`src/rtl/multicycle_control_fsm.sv`:
```
// Multi-cycle RV32I control unit: a Moore FSM that sequences fetch, decode, execute, memory
// and writeback over a shared ALU/memory datapath and counts retired instructions.
module multicycle_control_fsm #(
    parameter bit          SUPPORT_JALR  = 1'b1,
    parameter bit          SUPPORT_UTYPE = 1'b1,
    parameter bit          MEM_HANDSHAKE = 1'b1,
    parameter int unsigned CNT_W         = 32
) (
    input  logic             clk_i,
    input  logic             rst_ni,
    input  logic [6:0]       op_i,
    input  logic [2:0]       funct3_i,
    input  logic             zero_i,
    input  logic             mem_ready_i,
    output logic             pc_write_o,
    output logic             adr_src_o,
    output logic             mem_write_o,
    output logic             ir_write_o,
    output logic             reg_write_o,
    output logic [1:0]       result_src_o,
    output logic [1:0]       alu_src_a_o,
    output logic [1:0]       alu_src_b_o,
    output logic [1:0]       alu_op_o,
    output logic [2:0]       imm_src_o,
    output logic             illegal_op_o,
    output logic             retire_o,
    output logic [CNT_W-1:0] instret_o
);

    localparam logic [6:0] OpLoad   = 7'b0000011;
    localparam logic [6:0] OpStore  = 7'b0100011;
    localparam logic [6:0] OpRType  = 7'b0110011;
    localparam logic [6:0] OpIAlu   = 7'b0010011;
    localparam logic [6:0] OpJal    = 7'b1101111;
    localparam logic [6:0] OpJalr   = 7'b1100111;
    localparam logic [6:0] OpBranch = 7'b1100011;
    localparam logic [6:0] OpLui    = 7'b0110111;
    localparam logic [6:0] OpAuipc  = 7'b0010111;

    typedef enum logic [3:0] {
        StFetch,
        StDecode,
        StMemAdr,
        StMemRead,
        StMemWb,
        StMemWrite,
        StExecR,
        StExecI,
        StAluWb,
        StJal,
        StJalrAdr,
        StBranch,
        StLui,
        StAuipc,
        StIllegal
    } state_e;

    state_e           state_q, state_d;
    logic [CNT_W-1:0] instret_q, instret_d;

    logic mem_rdy;
    logic pc_update, branch;
    logic mem_write_raw, ir_write_raw, reg_write_raw, retire_raw;

    assign mem_rdy = MEM_HANDSHAKE ? mem_ready_i : 1'b1;

    always_comb begin
        state_d       = state_q;
        pc_update     = 1'b0;
        branch        = 1'b0;
        mem_write_raw = 1'b0;
        ir_write_raw  = 1'b0;
        reg_write_raw = 1'b0;
        retire_raw    = 1'b0;
        adr_src_o     = 1'b0;
        result_src_o  = 2'b00;
        alu_src_a_o   = 2'b00;
        alu_src_b_o   = 2'b00;
        alu_op_o      = 2'b00;
        illegal_op_o  = 1'b0;

        case (state_q)
            StFetch: begin
                alu_src_b_o  = 2'b10;
                result_src_o = 2'b10;
                ir_write_raw = mem_rdy;
                pc_update    = mem_rdy;
                if (mem_rdy) state_d = StDecode;
            end
            StDecode: begin
                // Precompute the branch/jal target into ALUOut.
                alu_src_a_o = 2'b01;
                alu_src_b_o = 2'b01;
                case (op_i)
                    OpLoad, OpStore: state_d = StMemAdr;
                    OpRType:         state_d = StExecR;
                    OpIAlu:          state_d = StExecI;
                    OpJal:           state_d = StJal;
                    OpJalr:          state_d = SUPPORT_JALR ? StJalrAdr : StIllegal;
                    OpBranch:        state_d = (funct3_i[2:1] == 2'b00) ? StBranch : StIllegal;
                    OpLui:           state_d = SUPPORT_UTYPE ? StLui : StIllegal;
                    OpAuipc:         state_d = SUPPORT_UTYPE ? StAuipc : StIllegal;
                    default:         state_d = StIllegal;
                endcase
            end
            StMemAdr: begin
                alu_src_a_o = 2'b10;
                alu_src_b_o = 2'b01;
                state_d     = op_i[5] ? StMemWrite : StMemRead;
            end
            StMemRead: begin
                adr_src_o = 1'b1;
                if (mem_rdy) state_d = StMemWb;
            end
            StMemWb: begin
                result_src_o  = 2'b01;
                reg_write_raw = 1'b1;
                retire_raw    = 1'b1;
                state_d       = StFetch;
            end
            StMemWrite: begin
                adr_src_o     = 1'b1;
                mem_write_raw = 1'b1;
                retire_raw    = mem_rdy;
                if (mem_rdy) state_d = StFetch;
            end
            StExecR: begin
                alu_src_a_o = 2'b10;
                alu_op_o    = 2'b10;
                state_d     = StAluWb;
            end
            StExecI: begin
                alu_src_a_o = 2'b10;
                alu_src_b_o = 2'b01;
                alu_op_o    = 2'b10;
                state_d     = StAluWb;
            end
            StAluWb: begin
                reg_write_raw = 1'b1;
                retire_raw    = 1'b1;
                state_d       = StFetch;
            end
            StJal: begin
                alu_src_a_o = 2'b01;
                alu_src_b_o = 2'b10;
                pc_update   = 1'b1;
                state_d     = StAluWb;
            end
            StJalrAdr: begin
                alu_src_a_o = 2'b10;
                alu_src_b_o = 2'b01;
                state_d     = StJal;
            end
            StBranch: begin
                alu_src_a_o = 2'b10;
                alu_op_o    = 2'b01;
                branch      = 1'b1;
                retire_raw  = 1'b1;
                state_d     = StFetch;
            end
            StLui: begin
                alu_src_a_o = 2'b11;
                alu_src_b_o = 2'b01;
                state_d     = StAluWb;
            end
            StAuipc: begin
                alu_src_a_o = 2'b01;
                alu_src_b_o = 2'b01;
                state_d     = StAluWb;
            end
            StIllegal: begin
                illegal_op_o = 1'b1;
            end
            default: begin
                state_d = StIllegal;
            end
        endcase
    end

    // Strobes are forced low for as long as reset is held, not just after the next edge.
    assign pc_write_o  = rst_ni & (pc_update | (branch & (zero_i ^ funct3_i[0])));
    assign mem_write_o = rst_ni & mem_write_raw;
    assign ir_write_o  = rst_ni & ir_write_raw;
    assign reg_write_o = rst_ni & reg_write_raw;
    assign retire_o    = rst_ni & retire_raw;

    always_comb begin
        imm_src_o = 3'b000;
        case (op_i)
            OpStore:        imm_src_o = 3'b001;
            OpBranch:       imm_src_o = 3'b010;
            OpJal:          imm_src_o = 3'b011;
            OpLui, OpAuipc: imm_src_o = 3'b100;
            default:        imm_src_o = 3'b000;
        endcase
    end

    assign instret_d = retire_raw ? instret_q + CNT_W'(1) : instret_q;
    assign instret_o = instret_q;

    always_ff @(posedge clk_i or negedge rst_ni) begin
        if (!rst_ni) begin
            state_q   <= StFetch;
            instret_q <= '0;
        end else begin
            state_q   <= state_d;
            instret_q <= instret_d;
        end
    end

endmodule

```
`config.mk`:
```
export PLATFORM = sky130hd
export DESIGN_NAME = multicycle_control_fsm
export DESIGN_NICKNAME = d
export VERILOG_FILES = /design/src/rtl/multicycle_control_fsm.sv
export SDC_FILE = /design/constraint.sdc
export NUM_CORES = 1
export LEC_CHECK = 0
export ABC_AREA = 1
export BUFFER_PORTS_ARGS = -buffer_cell sky130_fd_sc_hd__buf_2
export CAP_MARGIN = 40
export CORE_UTILIZATION = 50
export DETAILED_ROUTE_END_ITERATION = 12
export PLACE_DENSITY = 0.8
export SLEW_MARGIN = 20
export SYNTH_ARGS = -nofsm -noshare
export SYNTH_HDL_FRONTEND = slang
export SYNTH_SLANG_ARGS = --single-unit
```
`constraint.sdc`:
```
create_clock -name clk_i -period 2.5 [get_ports clk_i]
set_input_delay 0.125 -clock clk_i [delete_from_list [all_inputs] [get_ports clk_i]]
set_output_delay 0.125 -clock clk_i [all_outputs]
set_load 0.005 [all_outputs]
```
==> results list <==
- Hold-fix buffer count after cts: 1
* Synth Area in Adders: 0.471%
- The floorplan step set the die height to 74.9 um.
- Run status: finished, final reports clean
- The total count of hold-check failures in the final report was 0.
- Count of standard-cell rows: 26
- First-pass GRT wire length: 10.8 mm
- Number of primary I/O pins: 64
- Min Clock Period, post-route: 1960 ps
- Ys async rst share: 100%
* Diodes inserted: 0
- Number of placed instances, taps included: between 500 and 600
* Area Growth Syn to Fin: 18.4%
* Achievable Freq: 511 MHz
- Warning count from the yosys run: 0
* Mux contribution to synthesized area: 0%
* Worst voltage drop across the vdd grid: approximately 190 uV
- Among all flip-flop cells after synthesis, the most frequent one is dfrtp_1.
- Maximum capacitance violations: 0
- Summed over all layers, the routed wires come to between 6 and 7 mm.
- HP Class: in2reg
- Setup Skew: roughly 6.4 ps
- In the final layout, the multi-input gates occupy between 1500 and 2000 um^2.
- In this run the cell area of the synthesized design comes to 2650 um^2.
* Vias in the first global route: 2504
* Number of DRC violations after detailed-routing iteration 0: 152
- Registers take 901 um^2.
* Critical setup path kind: reg2out
* Met2 track demand over resource: between 40% and 50%
- Clock tree from TritonCTS: yes
- Worst-path fanout max: 23
- Buffer depth of the longest clock path: 2
* Gr ovfl total: 0
- In the final layout, the share of cells above drive strength 1 is between 10% and 20%.
- In this run the number of H-tree levels came out at 2.
- Clock tree sinks: 36
- In this run the most used layer during global routing was met2.
- In the global route stage, met3 resource usage came out at around 4.8%.
- Once the floorplan was initialized, standard cells occupied 52.0% of the core.
* Power per cell area: 341 nW/um^2
- The initial antenna violation count is 0.
* Post-CTS setup-driven buffer insertion count: 0
- In the global route stage, met1 resource usage came out at 32.3%.
- Net count after synthesis: between 400 and 500
- After synthesis, the largest family of logic cells by area is simple AND/OR/NAND/NOR gates.
* Routed length per placed instance: 11.5 um
* Net count reported at finish: 513
- Post-Synth XOR/XNOR Area: 4.29%
- Summed over all cells, the static leakage comes to 1.67 nW.
- The final count of pins violating max slew is 0.
- The congestion estimate from routability-driven global placement came to 0.945.
* Area fraction in compound gates after synthesis: 2.78%
- Die W: approximately 75 um
- Total negative slack for setup checks: 0 ps
- After technology mapping, the gate count stands at 429.
* Overall die area: 5600 um^2
- Worst EP arrival: 1830 ps
* Startpoint type of the worst setup path: register
* Headroom to the max-slew limit: about 65%
* Proportion of synthesized chip area in sequential cells: 33.9%
- Clock-pin slew was measured on the worst setup and hold paths at around 70 ps.
* Number of synthesized flops with an enable pin: 0
- Each instance of the synthesized netlist takes up on average 6.19 um^2.
- Synthesis instantiated 31 different standard cells from the library.
- Via count of the routed design: 2839
- Worst-skew pair later-pin latency: 290 ps
- After filler insertion, the fill cell instance count of the layout stands at around 520.
- Post-synthesis share of cell area spent on and, or, nand and nor gates: between 40% and 50%
- #FFs+latches synth: 36
- In the layout the commonest cells are nand2_1 (181), buf_2 (63), nor2_1 (59), inv_1 (54), dfrtp_1 (36).
- Counting the buffers created by CTS gives 5.
- Area of the placeable core: 5110 um^2
* Pwr Total: 0.00107 W
- After the flow finishes, the layout carries non-filler instances totaling 568.
- At the pin with the least slew margin, the transition time is around 520 ps.
* Final worst-path cycle share: 78.3%
- STA puts the critical path data required time at between 2000 and 2500 ps.
- Pin count of the biggest net entering global routing: 24
- In the routed layout, each cell is associated on average with a via count of around 5.0.
* CTS Root Buffer Type: clkbuf_8
* Detailed-route DRC error count: 0
* Iteration count of the initial detailed-routing pass: 4
- Setup repair after global routing left no endpoint under its margin.
* Post-DRT Antenna Nets: 0
- Total setup violations reported at the end of the flow: 0
- In this run, post-CTS repair resized a total of 0 instances.
* Most common library cell in the layout ignoring fill and taps: nand2_1
- The worst setup path is captured at a primary output.
- Hpwl dp: ~5.3 mm
- Port buffering added between 60 and 70 buffers.
* Total routing usage reported by global routing: 24.9%
## stage by stage
stage / hold WS [ps] / util, % / cell area (um^2) / worst slack, ps
floorplan: -171 / - / 2650 / 954
global placement: 126 / 59.5 / 3040 / 681
detailed placement: 130 / 59.5 / 3040 / 600
CTS: 199 / 61.5 / 3140 / 546
global route: 215 / 61.5 / 3140 / 351
finish: 194 / 61.5 / 3140 / 542
## where the power goes
| part | switching [W] | internal, W |
|---|---|---|
| clock | 0.000202 | 0.000245 |
| combinational | 0.0000268 | 0.0000143 |
| sequential | 0 | 0.000582 |
## flip-flops by register name (all words and copies together) (netlist names)
register and flops:
instret_o 32, state_q 4
## layer usage
metal	wire length, um	up-vias	part of all wire (%)
li1	-	1456	-
met1	2960	1284	45
met2	3150	89	48
met3	346	10	5.3
met4	100	0	1.5
met5	0	-	0
## synth_stat cells, types with 2 or more instances
cell type | number | area, um^2
nand3b_1 | 8 | 60.1
nor2_2 | 2 | 12.5
dfrtp_1 | 36 | 901
nand4_1 | 6 | 37.5
inv_1 | 54 | 203
nor3_1 | 15 | 75.1
o21ai_1 | 4 | 20.0
xor2_1 | 8 | 70.1
nor2_1 | 59 | 221
buf_6 | 2 | 22.5
nand3_2 | 2 | 20.0
nand3_1 | 23 | 115
a21oi_1 | 2 | 10.0
o21ai_0 | 4 | 20.0
xnor2_1 | 5 | 43.8
nor2_4 | 2 | 22.5
inv_2 | 3 | 11.3
nand2_1 | 181 | 679
## critical path: stages, from the launching register on
cell,delay [ps]
dfrtp_1,440
inv_1,120
nor2_4,60
o21ai_2,160
nand3_2,420
nand2_1,170
inv_1,40
buf_2,120
## cells by family (layout without fill, tap and decap cells)
group	Yosys count	after routing
simple gates	305	305
buf+inv	61	130
flops	36	36
compound gates	13	13
xor+xnor	13	13
fa+ha+maj	1	1
## final cells by class
cell class,instances,share of cell area (%)
multi-input cells,332,47.9
flip-flops and latches,36,28.7
repair buffers,66,10.8
inverters,57,6.81
clock buffers,7,3.07
well taps,70,2.79
## path summary, 6_finish.rpt
path	start	end	cells past startpoint	slack [ps]
hold reg to reg	instret_o[31]	instret_o[31]	2	530
hold / removal	op_i[5]	state_q[1]	4	190
max in group asynchronous	rst_ni	instret_o[26]	3	1550
min in group asynchronous	rst_ni	instret_o[0]	2	350
setup / recovery	state_q[2]	retire_o	7	540
setup reg to reg	state_q[2]	instret_o[15]	6	610
Note: power is estimated with default switching activity, not from simulation.
